`src/rtl/regfile_wb_arbiter_pkg.sv`:
```
// Shared constants for the register-file write-port arbiter and its LSU result buffer.
package regfile_wb_arbiter_pkg;

    localparam int XLEN_DEFAULT = 32;
    localparam int REG_ADDR_W   = 5;
    localparam int NUM_REGS     = 32;

    localparam logic [REG_ADDR_W-1:0] REG_X0 = 5'd0;

    // x0 is hard-wired, so a write or dependency on it never counts.
    function automatic logic is_real_reg(input logic [REG_ADDR_W-1:0] addr);
        return addr != REG_X0;
    endfunction

endpackage

```
`src/rtl/regfile_wb_arbiter_wb_fifo.sv`:
```
// Synchronous FIFO buffering LSU write-back results; full/empty come from extra pointer MSB.
module regfile_wb_arbiter_wb_fifo
    import regfile_wb_arbiter_pkg::*;
#(
    parameter int WIDTH = REG_ADDR_W + XLEN_DEFAULT,
    parameter int DEPTH = 2
) (
    input  logic             i_clk,
    input  logic             i_rst_n,
    input  logic             i_push,
    input  logic             i_pop,
    input  logic [WIDTH-1:0] i_data,
    output logic             o_full,
    output logic             o_empty,
    output logic [WIDTH-1:0] o_head
);

    localparam int AW = $clog2(DEPTH);
    localparam logic [AW:0] PTR_ONE = {{AW{1'b0}}, 1'b1};

    logic [AW:0]      r_wr_ptr;
    logic [AW:0]      r_rd_ptr;
    logic [WIDTH-1:0] r_mem [DEPTH];
    logic             w_push;
    logic             w_pop;

    assign o_empty = (r_wr_ptr == r_rd_ptr);
    assign o_full  = (r_wr_ptr[AW] != r_rd_ptr[AW]) && (r_wr_ptr[AW-1:0] == r_rd_ptr[AW-1:0]);
    assign o_head  = r_mem[r_rd_ptr[AW-1:0]];
    assign w_push  = i_push && !o_full;
    assign w_pop   = i_pop && !o_empty;

    // Pointer and storage update; a push into a full buffer is ignored.
    always_ff @(posedge i_clk or negedge i_rst_n) begin
        if (!i_rst_n) begin
            r_wr_ptr <= {(AW + 1){1'b0}};
            r_rd_ptr <= {(AW + 1){1'b0}};
            for (int i = 0; i < DEPTH; i++) begin
                r_mem[i] <= {WIDTH{1'b0}};
            end
        end else begin
            if (w_push) begin
                r_mem[r_wr_ptr[AW-1:0]] <= i_data;
                r_wr_ptr                <= r_wr_ptr + PTR_ONE;
            end
            if (w_pop) begin
                r_rd_ptr <= r_rd_ptr + PTR_ONE;
            end
        end
    end

endmodule

```
`src/rtl/regfile_wb_arbiter.sv`:
```
// Shares the register file write port between pipeline writeback and buffered LSU results,
// with a starvation guard and a scoreboard that stalls issue on outstanding long writes.
module regfile_wb_arbiter
    import regfile_wb_arbiter_pkg::*;
#(
    parameter int XLEN         = XLEN_DEFAULT,
    parameter int FIFO_DEPTH   = 2,
    parameter int STARVE_LIMIT = 4
) (
    input  logic                  i_clock,
    input  logic                  i_reset_n,
    input  logic                  i_pipe_wb_valid,
    input  logic [REG_ADDR_W-1:0] i_pipe_wb_addr,
    input  logic [XLEN-1:0]       i_pipe_wb_data,
    input  logic                  i_lsu_wb_valid,
    output logic                  o_lsu_wb_ready,
    input  logic [REG_ADDR_W-1:0] i_lsu_wb_addr,
    input  logic [XLEN-1:0]       i_lsu_wb_data,
    input  logic                  i_issue_valid,
    input  logic [REG_ADDR_W-1:0] i_issue_rs1,
    input  logic [REG_ADDR_W-1:0] i_issue_rs2,
    input  logic [REG_ADDR_W-1:0] i_issue_rd,
    input  logic                  i_issue_long,
    output logic                  o_hazard_stall,
    output logic                  o_pipe_hold,
    output logic                  o_rf_we,
    output logic [REG_ADDR_W-1:0] o_rf_addr,
    output logic [XLEN-1:0]       o_rf_data
);

    localparam int ENT_W = REG_ADDR_W + XLEN;
    localparam int CNT_W = $clog2(STARVE_LIMIT + 1);
    localparam logic [CNT_W-1:0] CNT_ZERO = {CNT_W{1'b0}};
    localparam logic [CNT_W-1:0] CNT_ONE  = CNT_W'(32'd1);
    localparam logic [CNT_W-1:0] CNT_LAST = CNT_W'(STARVE_LIMIT - 32'sd1);

    logic                  w_fifo_full;
    logic                  w_fifo_empty;
    logic                  w_push;
    logic [ENT_W-1:0]      w_head;
    logic [REG_ADDR_W-1:0] w_head_addr;
    logic [XLEN-1:0]       w_head_data;
    logic                  w_pipe_req;
    logic                  w_grant_fifo;
    logic                  w_grant_pipe;
    logic                  w_blocked;
    logic                  w_hold_nxt;
    logic                  w_hazard;
    logic                  w_set_pend;
    logic                  w_clr_pend;
    logic [CNT_W-1:0]      w_starve_nxt;
    logic [NUM_REGS-1:0]   w_pending_nxt;
    logic [CNT_W-1:0]      r_starve_cnt;
    logic                  r_pipe_hold;
    logic [NUM_REGS-1:0]   r_pending;

    assign {w_head_addr, w_head_data} = w_head;

    // A held WB stage yields to the buffer; x0 pipeline writes never claim the port.
    assign w_pipe_req     = i_pipe_wb_valid && is_real_reg(i_pipe_wb_addr);
    assign w_grant_fifo   = !w_fifo_empty && (r_pipe_hold || !w_pipe_req);
    assign w_grant_pipe   = w_pipe_req && !w_grant_fifo;
    assign w_blocked      = !w_fifo_empty && !w_grant_fifo;
    assign w_push         = i_lsu_wb_valid && !w_fifo_full;
    assign o_lsu_wb_ready = !w_fifo_full;
    assign o_pipe_hold    = r_pipe_hold;

    regfile_wb_arbiter_wb_fifo #(
        .WIDTH (ENT_W),
        .DEPTH (FIFO_DEPTH)
    ) u_wb_fifo (
        .i_clk   (i_clock),
        .i_rst_n (i_reset_n),
        .i_push  (w_push),
        .i_pop   (w_grant_fifo),
        .i_data  ({i_lsu_wb_addr, i_lsu_wb_data}),
        .o_full  (w_fifo_full),
        .o_empty (w_fifo_empty),
        .o_head  (w_head)
    );

    // Write-port mux; an x0 buffer entry still pops but drives no write.
    always_comb begin
        o_rf_we   = 1'b0;
        o_rf_addr = i_pipe_wb_addr;
        o_rf_data = i_pipe_wb_data;
        if (w_grant_fifo) begin
            o_rf_we   = is_real_reg(w_head_addr);
            o_rf_addr = w_head_addr;
            o_rf_data = w_head_data;
        end else begin
            o_rf_we   = w_grant_pipe;
        end
    end

    assign w_hazard = i_issue_valid &&
                      ((r_pending[i_issue_rs1] && is_real_reg(i_issue_rs1)) ||
                       (r_pending[i_issue_rs2] && is_real_reg(i_issue_rs2)) ||
                       (r_pending[i_issue_rd]  && is_real_reg(i_issue_rd)));
    assign o_hazard_stall = w_hazard;
    assign w_set_pend = i_issue_valid && !w_hazard && i_issue_long && is_real_reg(i_issue_rd);
    assign w_clr_pend = w_grant_fifo && is_real_reg(w_head_addr);

    // Scoreboard next state; a clear beats a same-cycle set of the same register.
    always_comb begin
        w_pending_nxt = r_pending;
        for (int i = 0; i < NUM_REGS; i++) begin
            if (w_clr_pend && (w_head_addr == REG_ADDR_W'(i))) begin
                w_pending_nxt[i] = 1'b0;
            end else if (w_set_pend && (i_issue_rd == REG_ADDR_W'(i))) begin
                w_pending_nxt[i] = 1'b1;
            end else begin
                w_pending_nxt[i] = r_pending[i];
            end
        end
    end

    // Starvation counter; the limit-th consecutive blocked cycle schedules a one-cycle hold.
    always_comb begin
        w_hold_nxt   = 1'b0;
        w_starve_nxt = CNT_ZERO;
        if (w_blocked && (r_starve_cnt == CNT_LAST)) begin
            w_hold_nxt   = 1'b1;
            w_starve_nxt = CNT_ZERO;
        end else if (w_blocked) begin
            w_starve_nxt = r_starve_cnt + CNT_ONE;
        end else begin
            w_starve_nxt = CNT_ZERO;
        end
    end

    // Arbiter state registers.
    always_ff @(posedge i_clock or negedge i_reset_n) begin
        if (!i_reset_n) begin
            r_starve_cnt <= CNT_ZERO;
            r_pipe_hold  <= 1'b0;
            r_pending    <= {NUM_REGS{1'b0}};
        end else begin
            r_starve_cnt <= w_starve_nxt;
            r_pipe_hold  <= w_hold_nxt;
            r_pending    <= w_pending_nxt;
        end
    end

endmodule

```
`config.mk`:
```
export PLATFORM = sky130hd
export DESIGN_NAME = regfile_wb_arbiter
export DESIGN_NICKNAME = d
export VERILOG_FILES = /design/src/rtl/regfile_wb_arbiter_pkg.sv /design/src/rtl/regfile_wb_arbiter_wb_fifo.sv /design/src/rtl/regfile_wb_arbiter.sv
export SDC_FILE = /design/constraint.sdc
export NUM_CORES = 1
export LEC_CHECK = 0
export BUFFER_PORTS_ARGS = -buffer_cell sky130_fd_sc_hd__buf_2
export CAP_MARGIN = 0
export CORE_ASPECT_RATIO = 1.25
export CORE_MARGIN = 2
export CORE_UTILIZATION = 31
export DETAILED_ROUTE_END_ITERATION = 8
export PLACE_DENSITY = 0.58
export SYNTH_ARGS = -nofsm -noshare
export SYNTH_HDL_FRONTEND = slang
export SYNTH_SLANG_ARGS = --single-unit
```
`constraint.sdc`:
```
create_clock -name i_clock -period 3.2 [get_ports i_clock]
set_input_delay 0.32 -clock i_clock [delete_from_list [all_inputs] [get_ports i_clock]]
set_output_delay 0.32 -clock i_clock [all_outputs]
set_load 0.05 [all_outputs]
```
==> After elaboration in Yosys (flattened, before gate mapping) <==
Cells that the tools add are included.
W data, S select, Z words.
{ "op_classes": {"bitwise_logic": 2, "mux": 82, "n_lt_le_gt_ge": 6, "n_reduce_logical": 129, "n_eq_ne": 66, "addsub": 3} }
{ "op_table": {"columns": ["cell", "count"], "rows": [
  ["$eq A5 B5 Y1 const B", 32],
  ["$mux W37", 4],
  ["$logic_and A1 B1 Y1", 82],
  ["$eq A5 B4 Y1 const B", 16],
  ["$bwmux W74", 1],
  ["$mux W1", 69],
  ["$reduce_bool A2 Y1", 32],
  ["$eq A5 B3 Y1 const B", 8],
  ["$demux W37 S1", 1],
  ["$mux W32", 1],
  ["$reduce_bool A5 Y1", 5],
  ["$eq A5 B2 Y1 const B", 4],
  ["$lt A5 B6 Y1 const B", 3],
  ["$bmux W1 S5", 3],
  ["$eq A5 B1 Y1 const B", 2],
  ["$logic_not A5 Y1", 2],
  ["$mux W3", 2],
  ["$logic_not A1 Y1", 5],
  ["$mux W5", 1],
  ["$add A2 B1 Y2 const B", 2],
  ["$ge A2 B2 Y1 const B", 2],
  ["$not A1 Y2", 2],
  ["$add A3 B1 Y3 const B", 1],
  ["$eq A3 B2 Y1 const B", 1],
  ["5 further kinds", 7]
]} }
{ "word_totals": {"ff_bits": 114, "output_inout_bits": 41, "elab_cells": 326, "input_bits": 95} }

==> Logic depth before layout (Yosys ltp) <==
{ "depth": {"ltp_word": 13, "depth_mapped": 9} }

==> Hierarchy <==
A second synthesis with hierarchy kept.
{ "hier_totals": {"cells_unflattened": 554, "area_unflattened_um2": 6663.9} }
{ "by_module_without_submodules": {"columns": ["module", "seq_area_each_um2", "n_inst", "area_per_inst_um2", "cells_each"], "rows": [
  ["regfile_wb_arbiter_wb_fifo", 1951.9, 1, 3458.3, 221],
  ["regfile_wb_arbiter", 900.9, 1, 3205.6, 333]
]} }

==> Worst setup path after synthesis <==
No wires, ideal clock.
{ "synth_timing": {"path_kind": "reg-to-output", "startpoint": "register u_wb_fifo.r_rd_ptr[0]", "endpoint": "output port o_rf_data[11]", "stages_incl_launch_ff": 6, "arrival_time_ns": 2.739, "setup_slack_ns": 0.141, "required_ns": 2.880, "n_path_buf": 3, "cell_sequence": "dfrtp_1 clkbuf_1 clkbuf_1 buf_1 mux2i_1 o21ai_0"} }
{ "synth_between": {"elab_chain_len": 5, "elab_cells_between_ends": 8} }
{ "synth_rtl": {"columns": ["element", "line_no", "source"], "rows": [
  ["start: declaration", "regfile_wb_arbiter_wb_fifo.sv:22", "logic [AW:0] r_rd_ptr;"],
  ["start signal: assignment", "regfile_wb_arbiter_wb_fifo.sv:37", "r_rd_ptr <= {(AW + 1){1'b0}};"],
  ["start signal: assignment", "regfile_wb_arbiter_wb_fifo.sv:47", "r_rd_ptr <= r_rd_ptr + PTR_ONE;"],
  ["$not A1 Y2 (implied by the code)", "regfile_wb_arbiter_wb_fifo.sv:29", "assign o_head = r_mem[r_rd_ptr[AW-1:0]];"],
  ["$mux W37 (implied by the code) (3 in a row)", "regfile_wb_arbiter_wb_fifo.sv:29", null],
  ["$mux W32 (*)", "regfile_wb_arbiter.sv:87", "if (w_grant_fifo) begin"],
  ["end: declaration", "regfile_wb_arbiter.sv:28", "output logic [XLEN-1:0] o_rf_data"]
]} }
Mark *: on every way between the ends. The rest lies on a longest branch, timed or not. The select of a mux whose other input is x is not followed.

==> Final worst setup path <==
{ "layout_timing": {"startpoint": "register r_pending[14]", "endpoint": "output port o_hazard_stall"} }
{ "layout_between": {"elab_chain_len": 6, "elab_cells_between_ends": 12} }
{ "layout_rtl": {"columns": ["element", "line_no", "source"], "rows": [
  ["start: declaration", "regfile_wb_arbiter.sv:55", "logic [NUM_REGS-1:0] r_pending;"],
  ["start signal: assignment", "regfile_wb_arbiter.sv:137", "r_pending <= {NUM_REGS{1'b0}};"],
  ["start signal: assignment", "regfile_wb_arbiter.sv:141", "r_pending <= w_pending_nxt;"],
  ["$bmux W1 S5 (on tied branches)", "regfile_wb_arbiter.sv:97, regfile_wb_arbiter.sv:98", null],
  ["$mux W1 (on tied branches)", "regfile_wb_arbiter.sv:97, regfile_wb_arbiter.sv:98", null],
  ["$logic_and A1 B1 Y1 (on tied branches)", "regfile_wb_arbiter.sv:97, regfile_wb_arbiter.sv:98", null],
  ["$logic_or A1 B1 Y1", "regfile_wb_arbiter.sv:97", "((r_pending[i_issue_rs1] && is_real_reg(i_issue_rs1)) ||"],
  ["$logic_or A1 B1 Y1 (*)", "regfile_wb_arbiter.sv:98", "(r_pending[i_issue_rs2] && is_real_reg(i_issue_rs2)) ||"],
  ["$logic_and A1 B1 Y1 (*)", "regfile_wb_arbiter.sv:96", "assign w_hazard = i_issue_valid &&"],
  ["end: declaration", "regfile_wb_arbiter.sv:24", "output logic o_hazard_stall,"]
]} }
Marks and branches as above.

==> impl_table.tex <==
\begin{tabular}{lr}
\hline
Metric & Value \\
\hline
\multicolumn{2}{l}{\textbf{Run status}} \\
Run status & finished clean \\
\multicolumn{2}{l}{\textbf{Finish}} \\
Proportion of layout cells with a drive suffix above 1 & 36.7\% \\
Final-stage net count & 828 \\
Final cell utilization of the core & 38.9\% \\
FILL cells & 2,062 \\
Cell area after layout & 8040 um\^{}2 \\
Synthesis-to-layout area growth & 24.0\% \\
Post-route insts no fill & 1,020 \\
\multicolumn{2}{l}{\textbf{Power and ir drop}} \\
Pwr Total & 9.07 mW \\
Reported leakage power & 3.60 nW \\
Power per Cell Area & 1130 nW/um\^{}2 \\
Worst supply voltage drop on vdd & 778 uV \\
\multicolumn{2}{l}{\textbf{STA}} \\
Worst hold margin & $\sim$150 ps \\
Setup\_tns & 0 ps \\
Portion of the clock cycle consumed by the worst path in the final layout & between 90\% and 100\% \\
Total count of hold-check failures in the final report & 0 \\
Number of failing setup endpoints in the final timing report & 0 \\
Fmax & 0.328 GHz \\
Relative max-transition margin & 30.5\% \\
Max Clock Skew & 7.64 ps \\
RSZ-0062 raised after global routing & no \\
Count of final max-slew check failures & 0 \\
Final critical-path required period & 3050 ps \\
Transition time at the pin with the least slew margin & 1040 ps \\
Final setup slack of the worst path & 147 ps \\
\multicolumn{2}{l}{\textbf{Floorplan}} \\
Number of rows in the core area & 59 \\
Horizontal extent of the die & $\sim$130 um \\
I/O Pins & approximately 140 \\
Die span in y & 166 um \\
Starting utilization of the core area & a little under a third \\
Die area & 22,100 um\^{}2 \\
Total core area & 20,700 um\^{}2 \\
\multicolumn{2}{l}{\textbf{Yosys}} \\
Post-Syn Instances & just over 600 \\
Library cells used by synthesis & 47 \\
Fraction of the yosys area taken by sequential cells & 44.0\% \\
Most frequent cell after synthesis & sky130\_fd\_sc\_hd\_\_dfrtp\_1 \\
Top FF cell, synth & sky130\_fd\_sc\_hd\_\_dfrtp\_1 \\
Biggest area contributors in the synthesized netlist & sky130\_fd\_sc\_hd\_\_dfrtp\_1 (44\%), sky130\_fd\_sc\_hd\_\_mux2\_2 (14\%), sky130\_fd\_sc\_hd\_\_mux2i\_1 (7.3\%) \\
Cell area after synthesis & 6480 um\^{}2 \\
Yosys top cell area share & 44.0\% \\
Count of flip-flops with a built-in enable after synthesis & 0 \\
Most area-hungry cell type in the Yosys netlist & sky130\_fd\_sc\_hd\_\_dfrtp\_1 \\
Net count of the mapped netlist & 704 \\
Synthesized area per cell & 10.7 um\^{}2 \\
Yosys warns & 0 \\
Post-synth top cells & sky130\_fd\_sc\_hd\_\_dfrtp\_1 (114), sky130\_fd\_sc\_hd\_\_o21ai\_0 (83), sky130\_fd\_sc\_hd\_\_mux2\_2 (80), sky130\_fd\_sc\_hd\_\_nand2\_1 (52), sky130\_fd\_sc\_hd\_\_mux2i\_1 (47) \\
Fraction of registers with async set/reset & 100\% \\
Yosys reg bits & 114 \\
\multicolumn{2}{l}{\textbf{Setup path}} \\
Longest individual stage delay on the worst path & 530 ps \\
Crit Path Max Fanout & 4 \\
Levels on crit path & 7 \\
Worst Setup Path Type & reg2out \\
Critical path endpoint category & output port \\
Most frequent cell on the critical path & sky130\_fd\_sc\_hd\_\_nand4\_1 \\
Arrival time reported for the critical path endpoint & $\sim$2700 ps \\
Data required time at the worst endpoint & 2880 ps \\
Worst-path cell chain & mux4\_1, nand4\_1, nand4\_1, or3\_1, or3\_4, and2\_1, buf\_2 \\
Slowest CP cell & sky130\_fd\_sc\_hd\_\_mux4\_1 \\
Bufs and invs on worst path & 1 \\
Launching element type of the critical path & register \\
Cell family contributing the most delay on the critical path & simple AND/OR/NAND/NOR gates \\
R2r worst-path depth & 8 \\
\multicolumn{2}{l}{\textbf{Placed design}} \\
Detailed Place HPWL & 12,700 um \\
Placed cell count & 984 \\
Buffers added on ports & 135 \\
Final estimated routing congestion in global placement & 0.870 \\
Post-placement worst setup slack & 309 ps \\
Placed standard-cell area & 7430 um\^{}2 \\
\multicolumn{2}{l}{\textbf{Routing}} \\
Residual antenna-violating net count after detailed routing & 0 \\
Number of search-and-repair iterations in the first detailed-routing pass & 4 \\
Drt total wl & 17,200 um \\
Via count & 5,295 \\
Remaining DRCs & 0 \\
Starting DRT DRC Count & 364 \\
Average vias per placed instance & just over 5 \\
WL per Instance & about 17 um \\
\multicolumn{2}{l}{\textbf{Clocking}} \\
Sinks on the clock net & between 100 and 150 \\
Number of levels the H-tree was split into & 4 \\
TritonCTS clock tree & built \\
Skew-Pair Late Insertion Delay & 410 ps \\
Root cell of the clock tree & sky130\_fd\_sc\_hd\_\_clkbuf\_16 \\
Number of buffers on the longest clock path & 2 \\
Clock Pin Slew Worst Setup and Hold Paths & 50 ps \\
Clock buffer count from CTS & 17 \\
Count of cells resized by post-cts repair & 0 \\
\multicolumn{2}{l}{\textbf{Hold path}} \\
Min-delay worst type & in2reg \\
Instance count along the most critical hold path & 2 \\
\multicolumn{2}{l}{\textbf{Global routing}} \\
Maximum number of pins on one net before global-route repair & 49 \\
Number of global-route vias before repair & 5,194 \\
Global-route wire length before repair & 28,000 um \\
Total global-route track usage & about 16\% \\
Remaining global-route overflow & 0 \\
Antenna violations before repair & 4 \\
\multicolumn{2}{l}{\textbf{Run}} \\
Number of max-cap violations & 0 \\
\hline
\end{tabular}
-- logic make-up (layout without fill, tap and decap cells) --
family	Yosys count	count (layout)	synth area share (%)
muxes	143	143	27.1
buffers and inverters	56	192	3.78
other	0	3	0
AOI/OAI and AO/OA	127	127	11.9
adders and majority gates	2	2	0.386
DFF	114	114	44.0
xor gates and xnor gates	5	5	0.676
and+or+nand+nor	160	160	12.1
-- cell usage in the layout, fill, tap and decap left out, types with 6 or more instances in the layout --
master                      Yosys  layout
sky130_fd_sc_hd__nand4_1        8       8
sky130_fd_sc_hd__mux2i_1       47      47
sky130_fd_sc_hd__dfrtp_1      114     113
sky130_fd_sc_hd__nor2b_1       12      12
sky130_fd_sc_hd__o21ai_0       83      83
sky130_fd_sc_hd__nor2_1        33      33
sky130_fd_sc_hd__mux4_2         9       9
sky130_fd_sc_hd__buf_4          0      14
sky130_fd_sc_hd__mux4_1         7       7
sky130_fd_sc_hd__nand2_1       52      52
sky130_fd_sc_hd__nand3_1       16      15
sky130_fd_sc_hd__inv_1         10      10
sky130_fd_sc_hd__mux2_2        80      80
sky130_fd_sc_hd__nand2b_1       9       9
sky130_fd_sc_hd__clkbuf_16      0      17
sky130_fd_sc_hd__o2111ai_1      6       6
sky130_fd_sc_hd__buf_2          2     134
sky130_fd_sc_hd__o41ai_1       14      14
-- where the power goes --
| part | total [mW] | internal [mW] | switching, mW |
|---|---|---|---|
| sequential | 2.64 | 2.15 | 0.495 |
| combinational | 4.58 | 1.71 | 2.87 |
| clock | 1.85 | 1.20 | 0.648 |
-- layout make-up --
class,instances,area [um^2],share of cell area [%]
diodes,3,7.51,0.0934
clock buffers,23,478,5.95
clock inverters,8,104,1.29
inverters,10,37.5,0.467
multi-input cells,437,3390,42.2
flip-flops and latches,114,2850,35.5
well taps,274,343,4.26
repair buffers,151,826,10.3
-- state kept, by name, indices dropped and copies added (netlist names) --
name and count:
u_wb_fifo.r_mem 74, r_starve_cnt 3, u_wb_fifo.r_rd_ptr 2, r_pending 32
o_pipe_hold 1, u_wb_fifo.r_wr_ptr 2
-- per-layer routing --
layer,up-vias,routed length [um],global-route usage (%)
li1,2487,-,-
met1,2576,7230,20.0
met4,2,299,5.41
met2,206,8250,26.1
met3,24,1410,5.57
met5,-,14,0
-- path summary, 6_finish.rpt --
kind,start,endpoint,slack (ps)
hold / removal,i_lsu_wb_data[9],u_wb_fifo.r_mem[9],150
max in group asynchronous,i_reset_n,u_wb_fifo.r_mem[32],1890
setup reg to reg,r_pending[14],r_pending[28],350
min in group asynchronous,i_reset_n,u_wb_fifo.r_mem[59],430
hold reg to reg,r_pending[0],r_pending[0],380
setup / recovery,r_pending[14],o_hazard_stall,150
-- repair_timing --
item	CTS	global route
endpoints found under the setup margin	0	1
hold endpoints to repair	37	0
buffers inserted	0	1
hold buffers	1	0
Power figures use the tool's default switching activity.
